[config.mk]
export PLATFORM = sky130hd
export DESIGN_NAME = spi_slave_port
export DESIGN_NICKNAME = d
export VERILOG_FILES = /design/src/rtl/spi_pkg.sv /design/src/rtl/spi_sync_edge.sv /design/src/rtl/spi_slave_port.sv
export SDC_FILE = /design/constraint.sdc
export NUM_CORES = 1
export LEC_CHECK = 0
export ABC_AREA = 1
export CAP_MARGIN = 20
export CORE_ASPECT_RATIO = 0.7
export CORE_MARGIN = 3
export CORE_UTILIZATION = 40
export CTS_BUF_LIST = sky130_fd_sc_hd__clkbuf_16
export CTS_CLUSTER_SIZE = 8
export DETAILED_ROUTE_END_ITERATION = 6
export PLACE_DENSITY = 0.62
export SYNTH_ARGS = -nofsm -noshare
export SYNTH_HDL_FRONTEND = slang
export SYNTH_SLANG_ARGS = --single-unit
[constraint.sdc]
create_clock -name CLK -period 3.8 [get_ports CLK]
set_input_delay 1.14 -clock CLK [delete_from_list [all_inputs] [get_ports CLK]]
set_output_delay 1.14 -clock CLK [all_outputs]
set_load 0.05 [all_outputs]
[src/rtl/spi_pkg.sv]
// Shared types and helpers for the SPI slave port.
//   state_e        : frame FSM states
//   sample_rising  : true when the sample edge is SCLK rising for a CPOL/CPHA pair
//   DefaultDataWidth: default frame length in bits
package spi_pkg;

  localparam int unsigned DefaultDataWidth = 8;

  typedef enum logic [1:0] {
    StIdle,
    StActive,
    StWaitDesel
  } state_e;

  // Modes 0 and 3 sample on rising SCLK, modes 1 and 2 on falling SCLK.
  function automatic logic sample_rising(input logic cpol, input logic cpha);
    return ~(cpol ^ cpha);
  endfunction

endpackage

[src/rtl/spi_sync_edge.sv]
// Multi-flop synchronizer with rise/fall pulse detection.
//   clk, rst_n : system clock, async active-low reset
//   sig_i      : asynchronous input pin
//   level_o    : synchronized level (last synchronizer stage)
//   rise_o     : one-cycle pulse on a synchronized 0->1 transition
//   fall_o     : one-cycle pulse on a synchronized 1->0 transition
module spi_sync_edge #(
  parameter int unsigned Stages   = 2,
  parameter logic        ResetVal = 1'b0
) (
  input  logic clk,
  input  logic rst_n,
  input  logic sig_i,
  output logic level_o,
  output logic rise_o,
  output logic fall_o
);

  logic [Stages-1:0] sync_q, sync_d;
  logic              prev_q, prev_d;

  always_comb begin
    sync_d = {sync_q[Stages-2:0], sig_i};
    prev_d = sync_q[Stages-1];
  end

  always_ff @(posedge clk or negedge rst_n) begin
    if (!rst_n) begin
      sync_q <= {Stages{ResetVal}};
      prev_q <= ResetVal;
    end else begin
      sync_q <= sync_d;
      prev_q <= prev_d;
    end
  end

  assign level_o = sync_q[Stages-1];
  assign rise_o  = sync_q[Stages-1] & ~prev_q;
  assign fall_o  = ~sync_q[Stages-1] & prev_q;

endmodule

[src/rtl/spi_slave_port.sv]
// SPI slave endpoint, oversampled on CLK, all four CPOL/CPHA modes, LSB first.
//   CLK, RST_N        : system clock, async active-low reset
//   CPOL, CPHA        : SPI mode, latched at frame start
//   SCLK, SS_N, MOSI  : SPI pins from the master (asynchronous)
//   MISO, MISO_OE     : serial data to master and its pad enable
//   TX_DATA, TX_LOAD  : transmit byte and load strobe (taken when TX_READY=1)
//   TX_READY          : holding buffer empty
//   RX_DATA, RX_VALID : last received frame and its one-cycle update pulse
//   BUSY              : frame in progress
//   FRAME_ERR         : one-cycle pulse when select drops mid-frame
module spi_slave_port
  import spi_pkg::*;
#(
  parameter int unsigned           DATA_WIDTH  = DefaultDataWidth,
  parameter int unsigned           SYNC_STAGES = 2,
  parameter logic [DATA_WIDTH-1:0] IDLE_TX     = '0
) (
  input  logic                  CLK,
  input  logic                  RST_N,
  input  logic                  CPOL,
  input  logic                  CPHA,
  input  logic                  SCLK,
  input  logic                  SS_N,
  input  logic                  MOSI,
  output logic                  MISO,
  output logic                  MISO_OE,
  input  logic [DATA_WIDTH-1:0] TX_DATA,
  input  logic                  TX_LOAD,
  output logic                  TX_READY,
  output logic [DATA_WIDTH-1:0] RX_DATA,
  output logic                  RX_VALID,
  output logic                  BUSY,
  output logic                  FRAME_ERR
);

  localparam int unsigned CntW = $clog2(DATA_WIDTH + 1);

  logic sclk_level, sclk_rise, sclk_fall;
  logic ss_level, ss_rise, ss_fall;
  logic mosi_level, unused_mosi_rise, unused_mosi_fall;

  spi_sync_edge #(.Stages(SYNC_STAGES), .ResetVal(1'b0)) u_sync_sclk (
    .clk    (CLK),
    .rst_n  (RST_N),
    .sig_i  (SCLK),
    .level_o(sclk_level),
    .rise_o (sclk_rise),
    .fall_o (sclk_fall)
  );

  // Resets to deselected so no spurious select edge is seen out of reset.
  spi_sync_edge #(.Stages(SYNC_STAGES), .ResetVal(1'b1)) u_sync_ss (
    .clk    (CLK),
    .rst_n  (RST_N),
    .sig_i  (SS_N),
    .level_o(ss_level),
    .rise_o (ss_rise),
    .fall_o (ss_fall)
  );

  spi_sync_edge #(.Stages(SYNC_STAGES), .ResetVal(1'b0)) u_sync_mosi (
    .clk    (CLK),
    .rst_n  (RST_N),
    .sig_i  (MOSI),
    .level_o(mosi_level),
    .rise_o (unused_mosi_rise),
    .fall_o (unused_mosi_fall)
  );

  state_e                state_q, state_d;
  logic                  cpol_q, cpol_d;
  logic                  cpha_q, cpha_d;
  logic [DATA_WIDTH-1:0] tx_sr_q, tx_sr_d;
  logic [DATA_WIDTH-1:0] rx_sr_q, rx_sr_d;
  logic [DATA_WIDTH-1:0] rx_data_q, rx_data_d;
  logic                  rx_valid_q, rx_valid_d;
  logic                  frame_err_q, frame_err_d;
  logic [CntW-1:0]       bit_cnt_q, bit_cnt_d;
  logic                  first_q, first_d;
  logic [DATA_WIDTH-1:0] hold_q, hold_d;
  logic                  hold_full_q, hold_full_d;
  logic                  oe_q, oe_d;
  logic [SYNC_STAGES:0]  settle_q, settle_d;

  logic                  settled;
  logic                  sample_ev, change_ev;
  logic [DATA_WIDTH-1:0] rx_shifted;

  // The SS_N synchronizer only reflects the real pin once its pipeline has
  // refilled after reset; until then the FSM stays parked in StWaitDesel.
  assign settled = settle_q[SYNC_STAGES];

  always_comb begin
    sample_ev  = sample_rising(cpol_q, cpha_q) ? sclk_rise : sclk_fall;
    change_ev  = sample_rising(cpol_q, cpha_q) ? sclk_fall : sclk_rise;
    rx_shifted = {mosi_level, rx_sr_q[DATA_WIDTH-1:1]};
  end

  always_comb begin
    state_d     = state_q;
    cpol_d      = cpol_q;
    cpha_d      = cpha_q;
    tx_sr_d     = tx_sr_q;
    rx_sr_d     = rx_sr_q;
    rx_data_d   = rx_data_q;
    rx_valid_d  = 1'b0;
    frame_err_d = 1'b0;
    bit_cnt_d   = bit_cnt_q;
    first_d     = first_q;
    hold_d      = hold_q;
    hold_full_d = hold_full_q;
    oe_d        = oe_q;
    settle_d    = {settle_q[SYNC_STAGES-1:0], 1'b1};

    unique case (state_q)
      StIdle: begin
        if (ss_fall) begin
          state_d   = StActive;
          cpol_d    = CPOL;
          cpha_d    = CPHA;
          tx_sr_d   = hold_full_q ? hold_q : IDLE_TX;
          bit_cnt_d = '0;
          first_d   = 1'b0;
          oe_d      = 1'b1;
          if (hold_full_q) hold_full_d = 1'b0;
        end
      end
      StActive: begin
        if (ss_rise) begin
          // Completed frames leave StActive on their last sample edge, so a
          // deselect here is always an aborted frame.
          state_d     = StIdle;
          oe_d        = 1'b0;
          frame_err_d = 1'b1;
          rx_sr_d     = '0;
        end else if (sample_ev) begin
          rx_sr_d   = rx_shifted;
          bit_cnt_d = bit_cnt_q + CntW'(1);
          first_d   = 1'b1;
          if (bit_cnt_q == CntW'(DATA_WIDTH - 1)) begin
            rx_data_d  = rx_shifted;
            rx_valid_d = 1'b1;
            state_d    = StWaitDesel;
          end
        end else if (change_ev && first_q) begin
          // CPHA=1 leading edge precedes any sample and must not shift.
          tx_sr_d = {1'b0, tx_sr_q[DATA_WIDTH-1:1]};
        end
      end
      StWaitDesel: begin
        if (settled && ss_level) begin
          state_d = StIdle;
          oe_d    = 1'b0;
        end
      end
      default: state_d = StIdle;
    endcase

    // Uses the pre-start buffer state: a load coinciding with frame start
    // is held for the following frame.
    if (TX_LOAD && !hold_full_q) begin
      hold_d      = TX_DATA;
      hold_full_d = 1'b1;
    end
  end

  always_ff @(posedge CLK or negedge RST_N) begin
    if (!RST_N) begin
      // Start parked so a select already low at release is never joined.
      state_q     <= StWaitDesel;
      cpol_q      <= 1'b0;
      cpha_q      <= 1'b0;
      tx_sr_q     <= '0;
      rx_sr_q     <= '0;
      rx_data_q   <= '0;
      rx_valid_q  <= 1'b0;
      frame_err_q <= 1'b0;
      bit_cnt_q   <= '0;
      first_q     <= 1'b0;
      hold_q      <= '0;
      hold_full_q <= 1'b0;
      oe_q        <= 1'b0;
      settle_q    <= '0;
    end else begin
      state_q     <= state_d;
      cpol_q      <= cpol_d;
      cpha_q      <= cpha_d;
      tx_sr_q     <= tx_sr_d;
      rx_sr_q     <= rx_sr_d;
      rx_data_q   <= rx_data_d;
      rx_valid_q  <= rx_valid_d;
      frame_err_q <= frame_err_d;
      bit_cnt_q   <= bit_cnt_d;
      first_q     <= first_d;
      hold_q      <= hold_d;
      hold_full_q <= hold_full_d;
      oe_q        <= oe_d;
      settle_q    <= settle_d;
    end
  end

  // tx_sr is only loaded/shifted while selected, so gating with the enable
  // gives 0 when idle and holds the last bit in StWaitDesel.
  assign MISO      = oe_q & tx_sr_q[0];
  assign MISO_OE   = oe_q;
  assign TX_READY  = ~hold_full_q;
  assign RX_DATA   = rx_data_q;
  assign RX_VALID  = rx_valid_q;
  assign BUSY      = (state_q == StActive);
  assign FRAME_ERR = frame_err_q;

endmodule

Word-level counts from Yosys, hierarchy flattened

Cells that the tools add are included.
W data, S select, Z words.

Reductions and logical operators: 18
Bitwise gates (word level): 12
Muxes and demuxes: 36
Equal/unequal tests: 12
Add/subtract/negate cells: 1

Operators by type and width:

| cell                  | number |
|---|---|
| $mux W8               | 7 |
| $mux W1               | 16 |
| $pmux W8 S2           | 1 |
| $reduce_and A4 Y1     | 4 |
| $mux W4               | 3 |
| $mux W2               | 5 |
| $ne A2 B2 Y1 const B  | 4 |
| $pmux W4 S2           | 1 |
| $reduce_bool A2 Y1    | 4 |
| $ne A2 B1 Y1 const B  | 3 |
| $ne A3 B1 Y1 const B  | 2 |
| $not A1 Y1            | 6 |
| $pmux W2 S3           | 1 |
| $reduce_and A2 Y1     | 3 |
| $and A1 B1 Y1         | 5 |
| $reduce_and A5 Y1     | 1 |
| $add A4 B1 Y4 const B | 1 |
| $eq A4 B3 Y1 const B  | 1 |
| $logic_and A1 B1 Y1   | 3 |
| $pmux W1 S3           | 1 |
| $reduce_bool A3 Y1    | 1 |
| $eq A2 B1 Y1 const B  | 1 |
| $eq A2 B2 Y1 const B  | 1 |
| $logic_not A2 Y1      | 1 |
| 3 further kinds       | 3 |

Input port bits: 16
Logic and storage cells: 98
Flip-flop bits (word level): 56
Output and inout port bits: 14

Longest topological paths before layout

Depth in word-level cells: 8
Depth in mapped cells: 9
Mapped depth without buffers: 9

Modules after synthesis

From an unflattened synthesis, not the netlist that was laid out.

Cells, all modules: 245
Area, all modules: 2363.5 um^2

Modules (own cells, without submodules):

| module                          | seq. area each (um^2) | instances | cells an instance | area each (um^2) |
|---|---|---|---|---|
| spi_slave_port                  | 1177.4                | 1         | 224               | 2089.5 |
| spi_sync_edge (u_sync_mosi ...) | 75.1                  | 2         | 7                 | 90.1 |
| spi_sync_edge (u_sync_ss)       | 78.8                  | 1         | 7                 | 93.8 |

Worst setup path after synthesis

No wires, ideal clock.

Path type: reg-to-output
Start point: register oe_q (netlist: MISO_OE)
End point: output MISO
Stages on the path, launching flop included: 3
Slack: 1621 ps
Required time: 2660 ps
Path buffers: 0
Arrival time: 1039 ps
Cells stage by stage: dfrtp_1 -> nand2_1 -> inv_1

Cells in the longest elaborated chain, start to end: 1

Ends and longest elaborated chain:

| what                   | line                  | RTL |
|---|---|---|
| start, declared        | spi_slave_port.sv:82  | `logic oe_q, oe_d;` |
| start signal, assigned | spi_slave_port.sv:182 | `oe_q <= 1'b0;` |
| start signal, assigned | spi_slave_port.sv:197 | `oe_q <= oe_d;` |
| $and A1 B1 Y1          | spi_slave_port.sv:204 | `assign MISO = oe_q & tx_sr_q[0];` |
| end, declared          | spi_slave_port.sv:25  | `output logic MISO,` |

No other way between the ends.

Final worst setup path

Start point: register state_q[1]
End point: output BUSY

Cells in the longest elaborated chain, start to end: 1

Ends and longest elaborated chain:

| what                   | line                  | RTL |
|---|---|---|
| start, declared        | spi_slave_port.sv:70  | `state_e state_q, state_d;` |
| start signal, assigned | spi_slave_port.sv:170 | `state_q <= StWaitDesel;` |
| start signal, assigned | spi_slave_port.sv:185 | `state_q <= state_d;` |
| $eq A2 B1 Y1           | spi_slave_port.sv:209 | `assign BUSY = (state_q == StActive);` |
| end, declared          | spi_slave_port.sv:32  | `output logic BUSY,` |

No other way between the ends.

==> PnR_summary.wiki <==
{| class="wikitable"
! Metric !! Value
|-
| Setup repair after global routing missed its margin || false
|-
| Filler Cells Inserted || approximately 560
|-
| Final count of negative-setup-slack endpoints || 0
|-
| Largest net degree at the start of global routing || 43
|-
| Minimum clock period || 3.287 ns
|-
| Max Cap Viol || 0
|-
| Non-filler instance count after layout || between 300 and 400
|-
| Number of design rule violations left after detail routing || 0
|-
| Fraction of the cycle the final worst path needs || between 80% and 90%
|-
| Clock input transition at the sequential cells of the worst setup and hold paths || 0.07 ns
|-
| Post-CTS setup buffer count || 0
|-
| Commonest non-fill, non-tap cell in the layout || sky130_fd_sc_hd__nand2_1
|-
| Critical Path, Cell by Cell || inv_1, ha_1, clkdlybuf4s50_1
|-
| Sequential share of power || 41.2%
|-
| Leading cell types in the layout, fill and taps excluded || sky130_fd_sc_hd__nand2_1, sky130_fd_sc_hd__dfrtp_1, sky130_fd_sc_hd__clkdlybuf4s50_1
|-
| Global route total overflow || 0
|-
| Crit path DAT || 2.15 ns
|-
| Cell area after synthesis || 2425 um^2
|-
| Buffer levels on the longest clock path || 2
|-
| DIE AREA || 7047 um^2
|-
| Horiz. Die Dim || a little under 100 um
|-
| Average routed wire per standard cell || 11.85 um
|-
| Req. time, crit path || 2.66 ns
|-
| Combinational share of power || approximately 36%
|-
| Wire length of the first global-routing pass || 7741 um
|-
| Launch instance of the worst min-delay path || settle_q[1]
|-
| Area added between synthesis and finish || 20.74%
|-
| NetSw || 0.0007507 W
|-
| Post-synthesis cell type count || 29
|-
| Total negative slack for setup checks || 0 ns
|-
| P per Cell Area || ~660 nW/um^2
|-
| Total number of vias || 1696
|-
| Endpoint of the worst-slack reg-to-reg timing path || tx_sr_q[3]
|-
| Part of the total power dissipated in the clock network || 22.6%
|-
| Stage delay of the slowest cell on the critical path || approximately 0.91 ns
|-
| Clock skew || 0.005037 ns
|-
| Share of post-route cells with drive strength above 1 || 13.31%
|-
| Worst Reg2Reg Path Length in Cells || 8
|-
| Type of the worst setup path || reg -> out
|-
| Antenna Violating Nets Remaining || 0
|-
| Peak supply drop || 0.3570 mV
|-
| Number of synthesized register bits || 55
|-
| Util after Layout || 50.62%
|-
| Number of clock buffers inserted by TritonCTS || 5
|-
| Count of input and output buffers || 29
|-
| Standard-cell rows || 23
|-
| Inst Count DP || 360
|-
| Critical path peak fanout || 13
|-
| Headroom to the max-slew limit || 64.54%
|-
| R2R setup slack || 1.82 ns
|-
| Total routing resource utilization after global routing || 13.76%
|-
| Max-slew violations || 0
|-
| Critical path's slowest cell || sky130_fd_sc_hd__clkdlybuf4s50_1
|-
| Final hold violation count || 0
|-
| Synthesized Nets || 279
|-
| Post-layout power || roughly 0.0019 W
|-
| Post-layout nets || 313
|-
| H-tree lvl count || 2
|-
| HPWL after detailed placement || 3176 um
|-
| Core Footprint || 5784 um^2
|-
| Count of hold-fix buffers inserted at cts || 0
|-
| TritonRoute pass-1 iters || 4
|-
| Source-to-sink clock delay at the later pin of the worst-skew pair || 0.29 ns
|-
| TritonCTS clock tree || built
|-
| Total number of yosys warnings || 0
|-
| Routability congestion estimate from global placement || ~0.76
|-
| Switching portion of total power || 38.66%
|-
| I/O pin count || 30
|-
| Instance count along the most critical hold path || 0
|-
| Hold EP || settle_q[2]
|-
| Worst Setup Start Kind || flop
|-
| Starting DRT DRC Count || 58
|-
| Total routed wirelength || approximately 4400 um
|-
| Fmax || 304.2 MHz
|-
| Cell at the root of the clock tree || sky130_fd_sc_hd__clkbuf_16
|-
| CTS resizes || 0
|-
| Share of the yosys chip area belonging to registers || 56.97%
|-
| Synthesized instance count || 258
|-
| Origin of the critical flop-to-flop path || state_q[1]
|-
| Run status || finished clean
|-
| Vias in the first global route || ~1700
|-
| Initial standard-cell utilization of the core || 41.92%
|-
| Avg Cell Area, Syn || 9.399 um^2
|-
| Via/cell ratio || 4.609
|-
| Diodes inserted || 0
|-
| Clock tree sinks || 55
|-
| Antenna violations before repair || 0
|-
| Hold Crit Class || reg -> reg
|-
| Min setup slack post-route || 0.5130 ns
|-
| Worst-margin pin slew || 0.5319 ns
|-
| Kind of capture point of the worst setup path || output pin
|-
| Vertical die dimension || ~70 um
|-
| Static leakage || ~1.5 nW
|-
| Pint || 0.001191 W
|-
| Placement-stage worst setup slack || slightly above 0.8 ns
|}
metrics by stage:
step	hold WS [ns]	cell area (um^2)
after global routing	0.3614	2928
after detailed placement	0.3358	2788
after global placement	0.3329	2788
after floorplan	0.3312	2425
after CTS	0.3516	2928
final	0.3482	2928
flip-flops by register name (all words and copies together), names as in the netlist, 2 cells and up:
register,flops
u_sync_ss.sync_q,2
state_q,2
bit_cnt_q,4
hold_q,8
u_sync_mosi.sync_q,2
tx_sr_q,8
rx_sr_q,7
u_sync_sclk.sync_q,2
RX_DATA,8
settle_q,3
layout make-up:
| cell class | count | area [um^2] | share of cell area, % |
|---|---|---|---|
| multi-input cells | 179 | 938.4 | 32.05 |
| clock buffers | 5 | 125.1 | 4.274 |
| flip-flops and latches | 55 | 1381 | 47.18 |
| repair buffers | 30 | 292.8 | 10.00 |
| clock inverters | 3 | 15.01 | 0.5128 |
| well taps | 75 | 93.84 | 3.205 |
| inverters | 21 | 81.33 | 2.778 |
synthesized netlist by cell type:
master,instances,area [um^2]
sky130_fd_sc_hd__nand2_1,101,379.1
sky130_fd_sc_hd__inv_1,11,41.29
sky130_fd_sc_hd__xnor2_1,1,8.760
sky130_fd_sc_hd__nand4_1,1,6.260
sky130_fd_sc_hd__a21oi_1,6,30.03
sky130_fd_sc_hd__inv_4,1,6.260
sky130_fd_sc_hd__o21ai_0,4,20.02
sky130_fd_sc_hd__buf_2,1,5.000
sky130_fd_sc_hd__nand2_4,2,22.52
sky130_fd_sc_hd__nand3_2,2,20.02
sky130_fd_sc_hd__dfstp_2,4,105.1
sky130_fd_sc_hd__buf_6,1,11.26
sky130_fd_sc_hd__nand3_1,26,130.1
sky130_fd_sc_hd__nor2_1,10,37.54
sky130_fd_sc_hd__o21ai_2,1,8.760
sky130_fd_sc_hd__buf_4,1,7.510
sky130_fd_sc_hd__nand3_4,1,17.52
sky130_fd_sc_hd__inv_2,9,33.78
sky130_fd_sc_hd__o21ai_4,1,16.27
sky130_fd_sc_hd__and2_4,1,8.760
sky130_fd_sc_hd__nand2_2,5,31.28
sky130_fd_sc_hd__dfrtp_1,51,1276
sky130_fd_sc_hd__xor2_1,1,8.760
sky130_fd_sc_hd__o21ai_1,2,10.01
sky130_fd_sc_hd__conb_1,1,3.750
sky130_fd_sc_hd__nor2_4,1,11.26
sky130_fd_sc_hd__ha_1,5,62.56
sky130_fd_sc_hd__mux2_1,4,45.04
sky130_fd_sc_hd__nor2_8,3,60.06
worst max-delay path: cells and delay by family, from the launching register on:
family | cells | cell delay (ns)
buffers and inverters | 2 | 0.98
flip-flops | 1 | 0.38
adder cells (fa/ha/maj) | 1 | 0.48
power groups by stage:
| stage | registers [W] | clock network, W | logic (W) |
|---|---|---|---|
| floorplan | 0.000815 | 0 | 0.000527 |
| global placement | 0.000806 | 0 | 0.000696 |
| detailed placement | 0.000812 | 0 | 0.000713 |
| CTS | 0.000801 | 0.000452 | 0.000716 |
| global route | 0.000816 | 0.000479 | 0.000789 |
| finish | 0.000799 | 0.000439 | 0.000704 |
worst max path at each step:
stage,from,slack [ns],endpoint
2_1_floorplan,MISO_OE,1.62,MISO
3_3_place_gp,state_q[1],0.85,BUSY
3_5_place_dp,state_q[1],0.81,BUSY
4_1_cts,state_q[1],0.49,BUSY
5_1_grt,state_q[1],0.39,BUSY
6_report,state_q[1],0.51,BUSY
logic make-up (layout without fill, tap and decap cells):
| kind of cell | after synthesis | after routing | synth area share (%) |
|---|---|---|---|
| xor gates and xnor gates | 2 | 2 | 0.7225 |
| other | 1 | 1 | 0.1547 |
| buffers and inverters | 24 | 59 | 4.334 |
| adders and majority gates | 5 | 5 | 2.580 |
| AOI/OAI and AO/OA | 14 | 14 | 3.509 |
| DFF | 55 | 55 | 56.97 |
| and+or+nand+nor | 153 | 153 | 29.88 |
| muxes | 4 | 4 | 1.857 |
per-layer routing:
metal / vias to the layer above / GRT usage, % / share of wire (%)
met1: 783 / 17.92 / 48
li1: 881 / - / -
met3: 5 / 3.842 / 4.3
met4: 0 / 4.545 / 0.71
met2: 27 / 22.32 / 47
met5: - / 0 / 0
(Power assumes the default switching activity.)
